[src/rtl/lab5_mem_arbiter_pkg.sv]
// Shared types and constants for the Lab5 banked-memory front end.
//   state_t    : arbiter FSM states
//   ADDR_W_DEF : default word address width (bank = addr[BANK_HI:BANK_LO])
//   DATA_W_DEF : default data width
//   is_prot_bank() : true for the write-protected bank (used only with LAB5_MEM_ARB_WPROT_EN)
package lab5_mem_pkg;

  localparam int unsigned ADDR_W_DEF = 8;
  localparam int unsigned DATA_W_DEF = 32;
  localparam int unsigned BANK_HI    = 7;
  localparam int unsigned BANK_LO    = 6;
  localparam logic [1:0]  PROT_BANK  = 2'b11;

  typedef enum logic [1:0] {
    IDLE   = 2'd0,
    ACCESS = 2'd1,
    WAIT   = 2'd2,
    RESP   = 2'd3
  } state_t;

  // Bank-select bits compared against the protected bank.
  function automatic logic is_prot_bank(input logic [1:0] bank);
    return bank == PROT_BANK;
  endfunction

endpackage

[src/rtl/lab5_mem_arbiter_if.sv]
// Bus bundle between the two CPU-side requesters, the arbiter and the memory.
//   reqN_* : request handshake and payload (N = 0, 1)
//   rspN_* : completion pulse, read data and error flag
//   mem_*  : single-master memory port
// Modports: slave = arbiter view, master = requester/memory environment view.
interface lab5_mem_arbiter_if #(
  parameter int unsigned ADDR_W = lab5_mem_pkg::ADDR_W_DEF,
  parameter int unsigned DATA_W = lab5_mem_pkg::DATA_W_DEF
);

  logic              req0_valid, req1_valid;
  logic              req0_ready, req1_ready;
  logic              req0_write, req1_write;
  logic [ADDR_W-1:0] req0_addr,  req1_addr;
  logic [DATA_W-1:0] req0_wdata, req1_wdata;

  logic              rsp0_valid, rsp1_valid;
  logic [DATA_W-1:0] rsp0_rdata, rsp1_rdata;
  logic              rsp0_err,   rsp1_err;

  logic [ADDR_W-1:0] mem_addr;
  logic              mem_write;
  logic [DATA_W-1:0] mem_wdata;
  logic [DATA_W-1:0] mem_dout;

  modport slave (
    input  req0_valid, req0_write, req0_addr, req0_wdata,
    input  req1_valid, req1_write, req1_addr, req1_wdata,
    output req0_ready, req1_ready,
    output rsp0_valid, rsp0_rdata, rsp0_err,
    output rsp1_valid, rsp1_rdata, rsp1_err,
    output mem_addr, mem_write, mem_wdata,
    input  mem_dout
  );

  modport master (
    output req0_valid, req0_write, req0_addr, req0_wdata,
    output req1_valid, req1_write, req1_addr, req1_wdata,
    input  req0_ready, req1_ready,
    input  rsp0_valid, rsp0_rdata, rsp0_err,
    input  rsp1_valid, rsp1_rdata, rsp1_err,
    input  mem_addr, mem_write, mem_wdata,
    output mem_dout
  );

endinterface

[src/rtl/lab5_rr_arbiter2.sv]
// Combinational two-way round-robin pick.
//   req[1:0] : request vector
//   last     : ID granted most recently; on a tie the other one wins
//   gnt[1:0] : one-hot grant (0 when no request)
//   gnt_id   : index of the granted requester
module lab5_rr_arbiter2 (
  input  logic [1:0] req,
  input  logic       last,
  output logic [1:0] gnt,
  output logic       gnt_id
);

  always_comb begin
    gnt = 2'b00;
    unique case (req)
      2'b01:   gnt = 2'b01;
      2'b10:   gnt = 2'b10;
      2'b11:   gnt = last ? 2'b01 : 2'b10;
      default: gnt = 2'b00;
    endcase
    gnt_id = gnt[1];
  end

endmodule

[src/rtl/lab5_mem_arbiter.sv]
// Two-port round-robin front end for the 256x32 banked Lab5 memory.
// One transaction at a time: IDLE (grant) -> ACCESS -> [WAIT x RD_LAT] -> RESP.
// Ports:
//   clk, rst : clock and asynchronous active-high reset
//   bus      : lab5_mem_arbiter_if.slave (request/response handshakes, memory port)
// Optional build macro LAB5_MEM_ARB_WPROT_EN: writes to bank 3 are suppressed at the
// memory and answered with err=1; without it err is always 0.
module lab5_mem_arbiter
  import lab5_mem_pkg::*;
#(
  parameter int unsigned ADDR_W = lab5_mem_pkg::ADDR_W_DEF,
  parameter int unsigned DATA_W = lab5_mem_pkg::DATA_W_DEF,
  parameter int unsigned RD_LAT = 1
) (
  input logic                clk,
  input logic                rst,
  lab5_mem_arbiter_if.slave  bus
);

  localparam int unsigned CNT_W = (RD_LAT > 1) ? $clog2(RD_LAT) : 1;

  state_t            state_q, state_d;
  logic              last_q;
  logic              gid_q;
  logic              wr_q;
  logic              prot_q;
  logic [ADDR_W-1:0] addr_q;
  logic [DATA_W-1:0] wdata_q;
  logic [DATA_W-1:0] rdata_q;
  logic [CNT_W-1:0]  cnt_q;

  logic [1:0]        gnt;
  logic              gnt_id;
  logic              grant_en;
  logic              wait_last;

  logic              sel_write;
  logic [ADDR_W-1:0] sel_addr;
  logic [DATA_W-1:0] sel_wdata;
  logic              sel_prot;

  lab5_rr_arbiter2 u_rr (
    .req    ({bus.req1_valid, bus.req0_valid}),
    .last   (last_q),
    .gnt    (gnt),
    .gnt_id (gnt_id)
  );

  // Payload of the requester being granted this cycle.
  assign sel_write = gnt_id ? bus.req1_write : bus.req0_write;
  assign sel_addr  = gnt_id ? bus.req1_addr  : bus.req0_addr;
  assign sel_wdata = gnt_id ? bus.req1_wdata : bus.req0_wdata;

`ifdef LAB5_MEM_ARB_WPROT_EN
  assign sel_prot = sel_write & is_prot_bank(sel_addr[BANK_HI:BANK_LO]);
`else
  assign sel_prot = 1'b0;
`endif

  assign wait_last = (cnt_q == CNT_W'(RD_LAT - 1));

  // Next-state logic; grant_en is the single point where a request is accepted.
  always_comb begin
    state_d  = state_q;
    grant_en = 1'b0;
    unique case (state_q)
      IDLE: begin
        if (|gnt) begin
          grant_en = 1'b1;
          state_d  = ACCESS;
        end
      end
      ACCESS:  state_d = wr_q ? RESP : WAIT;
      WAIT:    if (wait_last) state_d = RESP;
      RESP:    state_d = IDLE;
      default: state_d = IDLE;
    endcase
  end

  // State register.
  always_ff @(posedge clk or posedge rst) begin
    if (rst) state_q <= IDLE;
    else     state_q <= state_d;
  end

  // Transaction latches, round-robin history, WAIT counter and read capture.
  always_ff @(posedge clk or posedge rst) begin
    if (rst) begin
      last_q  <= 1'b1;
      gid_q   <= 1'b0;
      wr_q    <= 1'b0;
      prot_q  <= 1'b0;
      addr_q  <= '0;
      wdata_q <= '0;
      rdata_q <= '0;
      cnt_q   <= '0;
    end else begin
      if (grant_en) begin
        gid_q   <= gnt_id;
        last_q  <= gnt_id;
        wr_q    <= sel_write;
        prot_q  <= sel_prot;
        addr_q  <= sel_addr;
        wdata_q <= sel_wdata;
        // Writes respond with rdata=0.
        rdata_q <= '0;
      end
      if (state_q == ACCESS) cnt_q <= '0;
      else if (state_q == WAIT) cnt_q <= cnt_q + CNT_W'(1);
      if (state_q == WAIT && wait_last) rdata_q <= bus.mem_dout;
    end
  end

  assign bus.req0_ready = grant_en & gnt[0];
  assign bus.req1_ready = grant_en & gnt[1];

  // Address/data registers hold between transactions; write strobe only in ACCESS.
  assign bus.mem_addr  = addr_q;
  assign bus.mem_wdata = wdata_q;
  assign bus.mem_write = (state_q == ACCESS) & wr_q & ~prot_q;

  assign bus.rsp0_valid = (state_q == RESP) & ~gid_q;
  assign bus.rsp1_valid = (state_q == RESP) &  gid_q;
  assign bus.rsp0_rdata = bus.rsp0_valid ? rdata_q : '0;
  assign bus.rsp1_rdata = bus.rsp1_valid ? rdata_q : '0;
  assign bus.rsp0_err   = bus.rsp0_valid & prot_q;
  assign bus.rsp1_err   = bus.rsp1_valid & prot_q;

endmodule

[src/flat_wrapper.sv]
// flat-port wrapper written by rule: the top's interface ports become plain ports
module lab5_mem_arbiter_flat import lab5_mem_pkg::*;
#(
  parameter int unsigned ADDR_W = lab5_mem_pkg::ADDR_W_DEF,
  parameter int unsigned DATA_W = lab5_mem_pkg::DATA_W_DEF,
  parameter int unsigned RD_LAT = 1
)
  (clk, rst, bus_req0_valid, bus_req0_write, bus_req0_addr, bus_req0_wdata, bus_req1_valid, bus_req1_write, bus_req1_addr, bus_req1_wdata, bus_req0_ready, bus_req1_ready, bus_rsp0_valid, bus_rsp0_rdata, bus_rsp0_err, bus_rsp1_valid, bus_rsp1_rdata, bus_rsp1_err, bus_mem_addr, bus_mem_write, bus_mem_wdata, bus_mem_dout);
  lab5_mem_arbiter_if #(.ADDR_W(ADDR_W), .DATA_W(DATA_W)) bus_i ();
  input logic clk;
  input logic rst;
  input wire logic [$bits(bus_i.req0_valid)-1:0] bus_req0_valid;
  input wire logic [$bits(bus_i.req0_write)-1:0] bus_req0_write;
  input wire logic [$bits(bus_i.req0_addr)-1:0] bus_req0_addr;
  input wire logic [$bits(bus_i.req0_wdata)-1:0] bus_req0_wdata;
  input wire logic [$bits(bus_i.req1_valid)-1:0] bus_req1_valid;
  input wire logic [$bits(bus_i.req1_write)-1:0] bus_req1_write;
  input wire logic [$bits(bus_i.req1_addr)-1:0] bus_req1_addr;
  input wire logic [$bits(bus_i.req1_wdata)-1:0] bus_req1_wdata;
  output wire logic [$bits(bus_i.req0_ready)-1:0] bus_req0_ready;
  output wire logic [$bits(bus_i.req1_ready)-1:0] bus_req1_ready;
  output wire logic [$bits(bus_i.rsp0_valid)-1:0] bus_rsp0_valid;
  output wire logic [$bits(bus_i.rsp0_rdata)-1:0] bus_rsp0_rdata;
  output wire logic [$bits(bus_i.rsp0_err)-1:0] bus_rsp0_err;
  output wire logic [$bits(bus_i.rsp1_valid)-1:0] bus_rsp1_valid;
  output wire logic [$bits(bus_i.rsp1_rdata)-1:0] bus_rsp1_rdata;
  output wire logic [$bits(bus_i.rsp1_err)-1:0] bus_rsp1_err;
  output wire logic [$bits(bus_i.mem_addr)-1:0] bus_mem_addr;
  output wire logic [$bits(bus_i.mem_write)-1:0] bus_mem_write;
  output wire logic [$bits(bus_i.mem_wdata)-1:0] bus_mem_wdata;
  input wire logic [$bits(bus_i.mem_dout)-1:0] bus_mem_dout;
  assign bus_i.req0_valid = bus_req0_valid;
  assign bus_i.req0_write = bus_req0_write;
  assign bus_i.req0_addr = bus_req0_addr;
  assign bus_i.req0_wdata = bus_req0_wdata;
  assign bus_i.req1_valid = bus_req1_valid;
  assign bus_i.req1_write = bus_req1_write;
  assign bus_i.req1_addr = bus_req1_addr;
  assign bus_i.req1_wdata = bus_req1_wdata;
  assign bus_req0_ready = bus_i.req0_ready;
  assign bus_req1_ready = bus_i.req1_ready;
  assign bus_rsp0_valid = bus_i.rsp0_valid;
  assign bus_rsp0_rdata = bus_i.rsp0_rdata;
  assign bus_rsp0_err = bus_i.rsp0_err;
  assign bus_rsp1_valid = bus_i.rsp1_valid;
  assign bus_rsp1_rdata = bus_i.rsp1_rdata;
  assign bus_rsp1_err = bus_i.rsp1_err;
  assign bus_mem_addr = bus_i.mem_addr;
  assign bus_mem_write = bus_i.mem_write;
  assign bus_mem_wdata = bus_i.mem_wdata;
  assign bus_i.mem_dout = bus_mem_dout;
  lab5_mem_arbiter #(.ADDR_W(ADDR_W), .DATA_W(DATA_W), .RD_LAT(RD_LAT)) u_core (.clk(clk), .rst(rst), .bus(bus_i));
endmodule
[config.mk]
export PLATFORM = sky130hd
export DESIGN_NAME = lab5_mem_arbiter_flat
export DESIGN_NICKNAME = d
export VERILOG_FILES = /design/src/rtl/lab5_mem_arbiter_pkg.sv /design/src/rtl/lab5_mem_arbiter_if.sv /design/src/rtl/lab5_rr_arbiter2.sv /design/src/rtl/lab5_mem_arbiter.sv /design/src/flat_wrapper.sv
export SDC_FILE = /design/constraint.sdc
export NUM_CORES = 1
export LEC_CHECK = 0
export ABC_CLOCK_PERIOD_IN_PS = 4000
export CORE_MARGIN = 2
export CORE_UTILIZATION = 41
export DETAILED_ROUTE_END_ITERATION = 6
export HOLD_SLACK_MARGIN = 0.05
export PLACE_DENSITY = 0.88
export SETUP_SLACK_MARGIN = 0.5
export SLEW_MARGIN = 20
export SYNTH_ARGS = -nofsm -noshare
export SYNTH_HDL_FRONTEND = slang
export SYNTH_HIERARCHICAL = 1
export SYNTH_SLANG_ARGS = --single-unit
[constraint.sdc]
create_clock -name clk -period 4 [get_ports clk]
set_input_delay 0.4 -clock clk [delete_from_list [all_inputs] [get_ports clk]]
set_output_delay 0.4 -clock clk [all_outputs]
set_load 0.01 [all_outputs]
## After elaboration in Yosys (flattened, before gate mapping)

Cells that the tools add are included.

- Input bits: 118
- Word-level logic and storage cells: 47
- Output and inout bits: 111
- Register bits: 78

- Muxes and demuxes: 17
- Eq/ne operators: 8
- Bitwise logic cells: 7
- Add/subtract/negate cells: 1
- Reduce and logical (&&, ||, !) cells: 6

Operators by type and width:

| kind | count |
|---|---|
| $mux 32 | 5 |
| $eq 2x2->1 const B | 4 |
| $mux 8 | 1 |
| $pmux 2 s4 | 1 |
| $mux 1 | 6 |
| $mux 2 | 3 |
| $pmux 2 s3 | 1 |
| $and 1x1->1 | 5 |
| $eq 2x1->1 const B | 2 |
| $reduce_bool 2->1 | 2 |
| $logic_not 2->1 | 1 |
| $ne 2x1->1 const B | 1 |
| $ne 2x2->1 const B | 1 |
| $not 1->1 | 2 |
| $reduce_and 2->1 | 1 |
| $reduce_or 2->1 | 1 |
| $add 1x1->1 const B | 1 |
| $logic_and 1x1->1 | 1 |

## Longest topological paths before layout

Gate-level depths: netlist (run 1).

- Word-level depth: 7
- Depth in mapped cells: 7
- Mapped depth without buffers: 5

## Cells and area by module

The synthesis (run 1) kept the hierarchy.

Modules (own cells, without submodules):

| module | sequential area each (um^2) | cells an instance | instances | area an instance (um^2) |
|---|---|---|---|---|
| lab5_mem_arbiter | 1953.1 | 427 | 1 | 3936.3 |
| lab5_rr_arbiter2 | 0.0 | 4 | 1 | 26.3 |

## Least setup slack after synthesis (run 1)

No wires, ideal clock.

- Path kind: register to register
- Start: register u_core.last_q
- End: register u_core.state_q[1]
- Data required time: 3.875 ns
- Arrival time: 1.494 ns
- Path buffers: 0
- Period minus slack after synthesis: 1.618 ns
- Setup slack: 2.382 ns
- Cell stages (with the launch flop): 6
- Path through: dfstp_2 inv_1 a21boi_1 nor2_1 a22oi_1 mux2_2

- Cells in the longest elaborated chain, start to end: 5

Ends and longest elaborated chain:

| element | line | text |
|---|---|---|
| start, declared | lab5_mem_arbiter.sv:23 | `logic last_q;` |
| start signal, assigned | lab5_mem_arbiter.sv:100 | `last_q <= gnt_id;` |
| $mux 2 | lab5_rr_arbiter2.sv:18 | `2'b11: gnt = last ? 2'b01 : 2'b10;` |
| $pmux 2 s3 | lab5_rr_arbiter2.sv:15 | `unique case (req)` |
| named net u_core.gnt[0] | lab5_mem_arbiter.sv:32 | `logic [1:0] gnt;` |
| $reduce_or 2->1 | lab5_mem_arbiter.sv:68 | `if (\|gnt) begin` |
| $ne 2x1->1 (no line) | -- |  |
| $reduce_and 2->1 (no line) | -- |  |
| end signal, assigned | lab5_mem_arbiter.sv:83 | `else state_q <= state_d;` |
| end, declared | lab5_mem_arbiter.sv:22 | `state_t state_q, state_d;` |

The timed path passes the listed nets, and every way through them passes these cells.
A chain may end at the register's enable or synchronous reset.

## Final worst setup path (run 1)

- Start: register u_core.state_q[1]
- End: output port bus_rsp0_rdata[22]

- Cells in the longest elaborated chain, start to end: 3

Ends and longest elaborated chain:

| element | line | text |
|---|---|---|
| $eq 2x2->1 | lab5_mem_arbiter.sv:122 | `assign bus.rsp0_valid = (state_q == RESP) & ~gid_q;` |
| $and 1x1->1 | lab5_mem_arbiter.sv:122 |  |
| $mux 32 | lab5_mem_arbiter.sv:124 | `assign bus.rsp0_rdata = bus.rsp0_valid ? rdata_q : '0;` |
| end, declared | flat_wrapper.sv:23 | `output wire logic [$bits(bus_i.rsp0_rdata)-1:0] bus_rsp0_rdata;` |

Every way passes these cells.

==> flow_summary_export.csv, run 1 <==
group,metric,value,unit
worst_setup_path,reg2regPathDepth,5,
timing,timing.hold.ws,0.4813,ns
timing,setup_tns,0,ns
run,maxCapViolations,0,
timing,setup_ws,0.8440,ns
synthesis,synth_top_cell_by_area,"dfrtp_1",
clock_network,numCtsBuffers,9,
floorplan,ios,229,
clock_network,worst_skew_pair.late_latency,0.34,ns
clock_network,post_cts_buffers,0,
floorplan,start_util,42.48,%
synthesis,synth_edf_count,0,
worst_setup_path,worstReg2RegEnd,"u_core/bus.mem_wdata[20]",
synthesis,yosys_warnings,6,
clock_network,path_clk_slew,0.08,ns
power,ir_drop,0.3333,mV
synthesis,yosysSeqAreaShare,49.29,%
timing,rsz0062_at_grt,"no",
worst_setup_path,cp.required,3.60,ns
clock_network,clock_path_buffers,2,
place,place_congestion,0.8266,
route,via_per_inst,4.956,
min_path,holdPathStages,2,
final_layout,stdcell_count,773,
final_layout,fill_cells,735,
place,dpl_cell_area,6265,µm²
place,port_buffers,226,
final_layout,final_util,69.55,%
route,drtPass1Iterations,4,
place,hpwl,8959,µm
synthesis,synthCells,431,
route,drtAntennaViolNets,0,
global_route,antenna_found_initial,0,
timing,finalSetupViolations,0,
synthesis,yosysMostFrequentCell,"nand2_1",
worst_setup_path,r2r_slack,2.10,ns
worst_setup_path,crit_fanout,34,
clock_network,cts-htree-levels,3,
synthesis,ys_async_sr_fraction,100.0,%
worst_setup_path,cp-start-kind,"flip-flop",
floorplan,dieHeight,102.3,µm
route,drc_errors,0,
floorplan,fp-row-count,35,
timing,min_period,3.156,ns
timing,tightest_slew,0.8829,ns
final_layout,antenna_cells,0,
synthesis,synthTopCellsByCount,"nand2_1 (109), dfrtp_1 (77), mux2i_1 (41), o21ai_0 (40), and2_1 (36)",
place,dp_cells,758,
route,post_drt_wl_per_cell,15.37,µm
timing,max_freq,0.3169,GHz
timing,hold_viol_final,0,
global_route,grt_first_pass_wirelength,19010,µm
timing,slew_viol_final,0,
power,power.density,599.9,nW/µm²
global_route,grt_pass1_vias,3973,
power,leakagePower,3.038,nW
power,total_power,3.892,mW
clock_network,cts-root-buf,"clkbuf_8",
route,drtIter0Drc,89,
final_layout,drive_gt1_share,4.503,%
floorplan,die_area,10470,µm²
synthesis,yosysTopAreaCellShare,48.63,%
worst_setup_path,regToRegStartpoint,"u_core/state_q[0]",
floorplan,core_area,9328,µm²
synthesis,netlist_area,3963,µm²
route,num_vias,3831,
global_route,grt-ovfl-total,0,
timing,fin_skew,0.009341,ns
min_path,worstHoldEndpoint,"u_core/bus.mem_wdata[19]",
clock_network,cts_sinks,78,
timing,min_period_over_period,78.90,%
synthesis,synthDistinctLibCells,27,
route,drt-total-wl,11880,µm
min_path,hold_path.class,"flip-flop to flip-flop",
synthesis,synth-seq-cells,78,
timing,relSlewSlack,41.14,%
synthesis,synth.avg_cell_area,9.194,µm²
final_layout,syn_to_final_growth,63.72,%
synthesis,yosys-top-cells-area,"dfrtp_1 (49%), mux2i_1 (10%), nand2_1 (10%), and2_1 (5.7%), and3_1 (5.1%)",
clock_network,hold_buffers,0,
global_route,grt_max_degree,77,
final_layout,finalNetCount,763,
run_status,status,"complete, no violations",
worst_setup_path,path_class,"flip-flop to output pin",
min_path,min_from,"u_core/bus.mem_wdata[19]",
clock_network,cts_resized,0,
worst_setup_path,end_kind,"output pin",
final_layout,postLayoutCellArea,6487,µm²
floorplan,die_w,102.3,µm
synthesis,synthFlopType,"dfrtp_1",
global_route,track_usage,23.38,%
clock_network,cts_tree,"yes",
place,place_ws,1.211,ns
worst_setup_path,worstPathArrival,2.76,ns
layout make-up:
type                            count  area, µm²  area share [%]
Tap cell                          129      161.4           2.488
Inverter                            4      16.27          0.2507
Timing Repair Buffer              233       2315           35.68
Clock buffer                       12      155.1           2.392
Multi-Input combinational cell    314       1819           28.04
Sequential cell                    78       1953           30.11
Clock inverter                      3      67.56           1.041
report_power, final:
group	total, mW	switching, mW	internal, mW
Clock	0.656	0.273	0.383
Sequential	1.35	0.211	1.14
Combinational	1.89	0.954	0.935
Total	3.89	1.44	2.45
registers in the layout, indices dropped and copies added (netlist names):
register              cells
u_core/gid_q              1
u_core/state_q            2
u_core/last_q             1
u_core/bus.mem_addr       8
u_core/bus.mem_wdata     32
u_core/wr_q               1
u_core/rdata_q           32
u_core/cnt_q              1
worst max-delay path: stages, from the launching register on:
cell and delay (ns):
dfrtp_1 0.41, ha_1 0.17, buf_4 0.28, and2b_1 0.75, and2_1 0.24, clkdlybuf4s50_1 0.55
how the worst max path moves through the flow:
stage,from,to,slack [ns],cells past startpoint
2_1_floorplan,rst,u_core/bus.mem_addr[0],1.61,1
3_3_place_gp,u_core/state_q[1],bus_rsp0_rdata[25],1.40,5
3_5_place_dp,u_core/state_q[1],bus_rsp0_rdata[22],1.21,5
4_1_cts,u_core/state_q[1],bus_rsp0_rdata[22],0.82,5
5_1_grt,u_core/state_q[1],bus_rsp0_rdata[22],0.64,5
6_report,u_core/state_q[1],bus_rsp0_rdata[22],0.84,5
cells by family after synthesis:
logic type,count (synthesis),share of synthesized area [%]
AND/OR/NAND/NOR,216,26.02
flip-flops,78,49.29
AO/OA/AOI/OAI,48,6.789
multiplexers,43,10.93
buffers and inverters,40,5.305
adder cells (fa/ha/maj),5,1.579
other,1,0.09464
cell usage in the layout, fill, tap and decap left out, drive strengths merged, types with 5 or more instances in the layout:
cell	instances
and2	36
and3	32
buf	7
clkbuf	12
clkdlybuf4s50	226
dfrtp	77
ha	5
mux2i	41
nand2	109
nand3	32
o21ai	42
per-layer routing:
metal  part of all wire [%]  up-vias  GRT usage, %
li1                       -     1845             -
met1                     37     1794         24.63
met2                     50      172         41.60
met3                     11       20         9.371
met4                    2.4        0         9.538
met5                      0        -             0
Power figures use the tool's default switching activity.
==> run 2, diff against run 1 <==
--- a/config.mk
+++ b/config.mk
@@ -5,12 +5,12 @@
 export SDC_FILE = /design/constraint.sdc
 export NUM_CORES = 1
 export LEC_CHECK = 0
-export ABC_CLOCK_PERIOD_IN_PS = 4000
+export ABC_CLOCK_PERIOD_IN_PS = 3200
 export CORE_MARGIN = 2
-export CORE_UTILIZATION = 41
+export CORE_UTILIZATION = 38
 export DETAILED_ROUTE_END_ITERATION = 6
 export HOLD_SLACK_MARGIN = 0.05
-export PLACE_DENSITY = 0.88
+export PLACE_DENSITY = 0.82
 export SETUP_SLACK_MARGIN = 0.5
 export SLEW_MARGIN = 20
 export SYNTH_ARGS = -nofsm -noshare
==> constraint.sdc (replaced) <==
create_clock -name clk -period 3.2 [get_ports clk]
set_input_delay 0.32 -clock clk [delete_from_list [all_inputs] [get_ports clk]]
set_output_delay 0.32 -clock clk [all_outputs]
set_load 0.01 [all_outputs]
==> run 2 against run 1 <==
Net effect:
- worst setup slack worse by 0.12 ns
- cell count up 0.91%
- global-route usage down 3.1 points
- die area up 7.6%
- first-iteration DRC count up 28%
- non-clock buffer count down 1
- clock-buffer cell count down 1
- sequential power up 25%
- clock skew down 0.0025 ns
- register-to-register slack worse by 0.77 ns
- worst hold slack worse by 0.085 ns
- clock power down 2%
==> flow_summary_export.csv, run 2 (synthesized netlist as in run 1, its figures left out) <==
group,metric,value,unit
clock_network,cts_tree,"yes",
power,p_seq_share,36.0,%
final_layout,stdcell_count,780,
timing,hold_viol_final,0,
clock_network,post_cts_buffers,0,
place,port_buffers,226,
timing,tightest_slew,0.6745,ns
power,leakagePower,3.028,nW
clock_network,hold_buffers,0,
clock_network,cts-htree-levels,3,
timing,setup_ws,0.7288,ns
final_layout,syn_to_final_growth,62.99,%
clock_network,clock_path_buffers,2,
floorplan,ios,229,
worst_setup_path,crit_fanout,33,
worst_setup_path,cpMaxStageDelayCell,"clkdlybuf4s50_1",
global_route,grt-ovfl-total,0,
route,num_vias,3809,
clock_network,path_clk_slew,0.08,ns
global_route,grt_first_pass_wirelength,18220,µm
clock_network,cts-root-buf,"clkbuf_8",
clock_network,cts_sinks,78,
power,pwr-share-comb,50.4,%
power,power.density,725.6,nW/µm²
timing,finalSetupViolations,0,
power,pwr-share-clk,13.7,%
global_route,antenna_found_initial,0,
floorplan,core_area,10230,µm²
route,drtIter0Drc,114,
worst_setup_path,cp_num_buf_inv,1,
timing,min_period,2.471,ns
final_layout,layout_common_cells,"clkdlybuf4s50_1 (226), nand2_1 (109), dfrtp_1 (77), mux2i_1 (41), o21ai_0 (40)",
place,dp_cells,764,
route,post_drt_wl_per_cell,14.62,µm
global_route,grt_max_degree,117,
timing,max_freq,0.4047,GHz
final_layout,antenna_cells,0,
clock_network,worst_skew_pair.late_latency,0.34,ns
timing,timing.hold.ws,0.3960,ns
floorplan,die_area,11260,µm²
final_layout,drive_gt1_share,4.658,%
route,drt-total-wl,11400,µm
worst_setup_path,worst_path_largest_cell_delay,0.54,ns
worst_setup_path,worstPathArrival,2.15,ns
worst_setup_path,end_kind,"output pin",
timing,slew_viol_final,0,
route,via_per_inst,4.883,
worst_setup_path,r2r_slack,1.33,ns
worst_setup_path,cp-start-kind,"flip-flop",
timing,setup_tns,0,ns
route,drc_errors,0,
power,p_sw,1.791,mW
place,place_ws,0.8594,ns
timing,min_period_over_period,77.22,%
final_layout,mostFrequentLayoutCell,"clkdlybuf4s50_1",
place,dpl_cell_area,6289,µm²
worst_setup_path,path_class,"flip-flop to output pin",
global_route,grt_pass1_vias,3670,
power,total_power,4.686,mW
floorplan,start_util,38.73,%
route,drtAntennaViolNets,0,
power,swShare,38.21,%
global_route,track_usage,20.32,%
worst_setup_path,critPathTopFamily,"simple AND/OR/NAND/NOR gates",
final_layout,final_util,63.13,%
place,place_congestion,0.7928,
worst_setup_path,worstPathCellList,"ha_1, and2b_2, and2_1, clkdlybuf4s50_1",
floorplan,dieHeight,106.1,µm
timing,relSlewSlack,55.03,%
route,drtPass1Iterations,7,
run,maxCapViolations,0,
power,ir_drop,0.4282,mV
power,intPower,2.896,mW
place,hpwl,8418,µm
floorplan,fp-row-count,37,
run_status,status,"complete, no violations",
clock_network,numCtsBuffers,9,
timing,rsz0062_at_grt,"no",
worst_setup_path,cp.required,2.88,ns
final_layout,finalNetCount,762,
floorplan,die_w,106.1,µm
min_path,hold_path.class,"input pin to asynchronous set/reset pin",
final_layout,postLayoutCellArea,6459,µm²
timing,fin_skew,0.006855,ns
[run 2: timing repair]
action / CTS / global route
endpoints found under the hold margin: 0 / 0
endpoints found under the setup margin: 32 / 0
resized for setup: 1 / 0
[run 2: power groups by stage]
stage / Sequential (mW) / Combinational, mW / Clock, mW
after floorplan: 1.75 / 1.16 / 0
after global placement: 1.68 / 2.27 / 0
after detailed placement: 1.70 / 2.37 / 0
after CTS: 1.69 / 2.38 / 0.669
after global routing: 1.74 / 2.61 / 0.706
final: 1.69 / 2.36 / 0.640
[run 2: final timing paths]
path,startpoint,endpoint,depth (start not counted)
max,u_core/state_q[1],bus_rsp0_rdata[6],4
max in group asynchronous,rst,u_core/last_q,3
min reg2reg,u_core/bus.mem_wdata[0],u_core/bus.mem_wdata[0],2
min,rst,u_core/bus.mem_wdata[1],3
max reg2reg,u_core/last_q,u_core/state_q[1],5
min in group clk,u_core/bus.mem_wdata[0],u_core/bus.mem_wdata[0],2
[run 2: final cells by class]
type / instances / area, µm²
tap: 136 / 170.2
inverter: 4 / 16.27
clock inverter: 5 / 25.02
fill: 866 / 3772
multi-input combinational: 314 / 1821
timing repair buffer: 232 / 2332
clock buffer: 11 / 141.4
sequential: 78 / 1953
[run 2: layer usage]
metal / wire length [µm] / global-route usage [%]
met4: 267 / 8.647
met5: 0 / 0
met1: 4541 / 23.72
met3: 1113 / 6.867
met2: 5482 / 34.07
[run 2: worst reg2reg max path, stage by stage (launching register included)]
cell      delay (ns)
dfstp_2         0.58
inv_1           0.05
a21boi_1        0.37
nor2_1          0.14
a22oi_1         0.25
mux2_2          0.38
==> run 3, diff against run 2 <==
--- a/config.mk
+++ b/config.mk
@@ -5,12 +5,12 @@
 export SDC_FILE = /design/constraint.sdc
 export NUM_CORES = 1
 export LEC_CHECK = 0
-export ABC_CLOCK_PERIOD_IN_PS = 3200
+export ABC_CLOCK_PERIOD_IN_PS = 2200
 export CORE_MARGIN = 2
-export CORE_UTILIZATION = 38
+export CORE_UTILIZATION = 35
 export DETAILED_ROUTE_END_ITERATION = 6
 export HOLD_SLACK_MARGIN = 0.05
-export PLACE_DENSITY = 0.82
+export PLACE_DENSITY = 0.8
 export SETUP_SLACK_MARGIN = 0.5
 export SLEW_MARGIN = 20
 export SYNTH_ARGS = -nofsm -noshare
==> constraint.sdc (replaced) <==
create_clock -name clk -period 2.2 [get_ports clk]
set_input_delay 0.22 -clock clk [delete_from_list [all_inputs] [get_ports clk]]
set_output_delay 0.22 -clock clk [all_outputs]
set_load 0.01 [all_outputs]
==> run 3 against run 2 <==
Net effect:
- non-clock buffer count rose by 17
- power grew 71%
- sequential cell count did not move
- wire length up 13%
- sequential power increased by 49%
- design area up 5.5%
- register-to-register slack worse by 0.76 ns
- cell count up 3.2%
==> flow_summary_export.csv, run 3 (synthesized netlist as in run 1, its figures left out) <==
group,metric,value,unit
run_status,status,"complete, no violations",
final_layout,layout_common_cells,"clkdlybuf4s50_1 (157), nand2_1 (109), dfrtp_1 (76), mux2i_1 (41), o21ai_0 (40)",
floorplan,ios,229,
worst_setup_path,reg2regPathDepth,7,
timing,slew_viol_final,0,
power,p_sw,2.932,mW
timing,rsz0062_at_grt,"yes",
power,total_power,7.996,mW
route,drc_errors,0,
worst_setup_path,r2r_slack,0.57,ns
route,drtPass1Iterations,6,
clock_network,cts-htree-levels,3,
place,hpwl,8729,µm
timing,finalSetupViolations,0,
worst_setup_path,cp.required,1.98,ns
worst_setup_path,worstPathArrival,1.59,ns
power,pwr-share-comb,51.0,%
floorplan,die_area,12190,µm²
worst_setup_path,end_kind,"output pin",
power,swShare,36.67,%
clock_network,clock_path_buffers,2,
global_route,antenna_found_initial,0,
min_path,hold_path.class,"input pin to asynchronous set/reset pin",
route,num_vias,4009,
worst_setup_path,worstReg2RegEnd,"u_core/state_q[1]",
floorplan,fp-row-count,38,
timing,hold_viol_final,0,
global_route,grt_max_degree,79,
timing,min_period,1.806,ns
worst_setup_path,cp_num_buf_inv,2,
final_layout,mostFrequentLayoutCell,"clkdlybuf4s50_1",
route,via_per_inst,4.980,
final_layout,finalNetCount,783,
worst_setup_path,critPathTopFamily,"flip-flops",
route,drtIter0Drc,191,
clock_network,cts_tree,"yes",
final_layout,final_util,62.30,%
worst_setup_path,worstPathCellList,"ha_4, bufbuf_16, and3_1, buf_2",
global_route,grt_first_pass_wirelength,20540,µm
final_layout,antenna_cells,0,
floorplan,core_area,10940,µm²
route,drtAntennaViolNets,0,
worst_setup_path,crit_fanout,16,
floorplan,die_w,110.4,µm
power,leakagePower,3.383,nW
global_route,grt_pass1_vias,4049,
power,ir_drop,0.7245,mV
global_route,track_usage,20.79,%
final_layout,drive_gt1_share,22.41,%
worst_setup_path,cpMaxStageDelayCell,"dfrtp_2",
route,drt-total-wl,12840,µm
clock_network,hold_buffers,0,
clock_network,cts_sinks,78,
power,power.density,1174,nW/µm²
power,intPower,5.064,mW
worst_setup_path,path_class,"flip-flop to output pin",
place,port_buffers,226,
floorplan,dieHeight,110.4,µm
place,place_ws,-0.06418,ns
power,pwr-share-clk,17.7,%
worst_setup_path,regToRegStartpoint,"u_core/state_q[0]",
final_layout,syn_to_final_growth,71.93,%
worst_setup_path,worst_path_largest_cell_delay,0.43,ns
route,post_drt_wl_per_cell,15.95,µm
clock_network,path_clk_slew,0.06,ns
run,maxCapViolations,0,
clock_network,worst_skew_pair.late_latency,0.33,ns
timing,fin_skew,0.004491,ns
timing,timing.hold.ws,0.3688,ns
place,place_congestion,0.7841,
timing,setup_ws,0.3936,ns
timing,max_freq,0.5536,GHz
final_layout,fill_cells,875,
clock_network,cts-root-buf,"clkbuf_16",
power,p_seq_share,31.3,%
global_route,grt-ovfl-total,0,
floorplan,start_util,36.24,%
clock_network,numCtsBuffers,9,
worst_setup_path,cp-start-kind,"flip-flop",
timing,min_period_over_period,82.11,%
==> run 3: cell count changes in the layout (fill, tap and decap cells not counted), moves of 10 or more <==
cell,before,now
clkdlybuf4s15_2,0,10
clkbuf_8,10,0
and2_1,36,12
clkdlybuf4s50_1,226,157
buf_2,0,35
and2_4,0,24
buf_6,0,32
==> run 3: worst max-delay path by stage <==
stage / to / slack [ns] / startpoint / depth (start not counted)
2_1_floorplan: u_core/state_q[1] / 0.58 / u_core/last_q / 5
5_1_grt: bus_rsp0_rdata[18] / 0.34 / u_core/state_q[1] / 5
6_report: bus_rsp1_rdata[30] / 0.39 / u_core/state_q[1] / 4
3_5_place_dp: bus_rsp0_rdata[26] / -0.06 / u_core/state_q[1] / 4
3_3_place_gp: bus_rsp0_rdata[26] / 0.06 / u_core/state_q[1] / 4
4_1_cts: bus_rsp0_rdata[18] / 0.38 / u_core/state_q[1] / 5
==> run 3: worst register-to-register path: stages (launching register included) <==
cell and delay (ns):
dfrtp_1 0.39, buf_4 0.17, inv_4 0.05, ha_4 0.17
buf_4 0.13, buf_4 0.13, a22oi_2 0.16, mux2_4 0.32
==> run 3: layout make-up <==
cell class / count / area [µm²] / area share, %
timing repair buffer: 249 / 2410 / 35.37
multi-input combinational: 318 / 1967 / 28.87
sequential: 78 / 1954 / 28.69
clock buffer: 11 / 232.7 / 3.416
tap: 140 / 175.2 / 2.571
clock inverter: 5 / 50.05 / 0.7346
inverter: 4 / 23.77 / 0.3489
==> run 3: repair_timing <==
action,4_1_cts,5_1_grt
setup endpoints to repair,72,100
buffers inserted,12,1
pin swaps,11,14
gates resized for setup,304,41
gates cloned,5,0
==> run 3: power by group through the flow <==
| stage | Sequential, mW | Clock [mW] | Combinational (mW) |
|---|---|---|---|
| finish | 2.51 | 1.41 | 4.08 |
| global placement | 2.45 | 0 | 3.34 |
| floorplan | 2.55 | 0 | 1.68 |
| CTS | 2.49 | 1.46 | 3.89 |
| global route | 2.58 | 1.52 | 4.44 |
| detailed placement | 2.49 | 0 | 3.48 |
==> run 3: through the flow <==
stage	instance area (µm²)	cells	setup TNS, ns
5_1_grt	6813	805	0
4_1_cts	6636	804	0
3_3_place_gp	6331	771	0
3_5_place_dp	6331	771	-1.415
2_1_floorplan	3970	432	0
6_report	6813	805	0
==> run 3: routing by layer <==
metal,part of all wire (%),global-route usage (%),up-vias
met3,11,9.111,30
li1,-,-,1897
met2,48,34.60,219
met5,0,0,-
met1,38,23.64,1863
met4,2.6,7.750,0
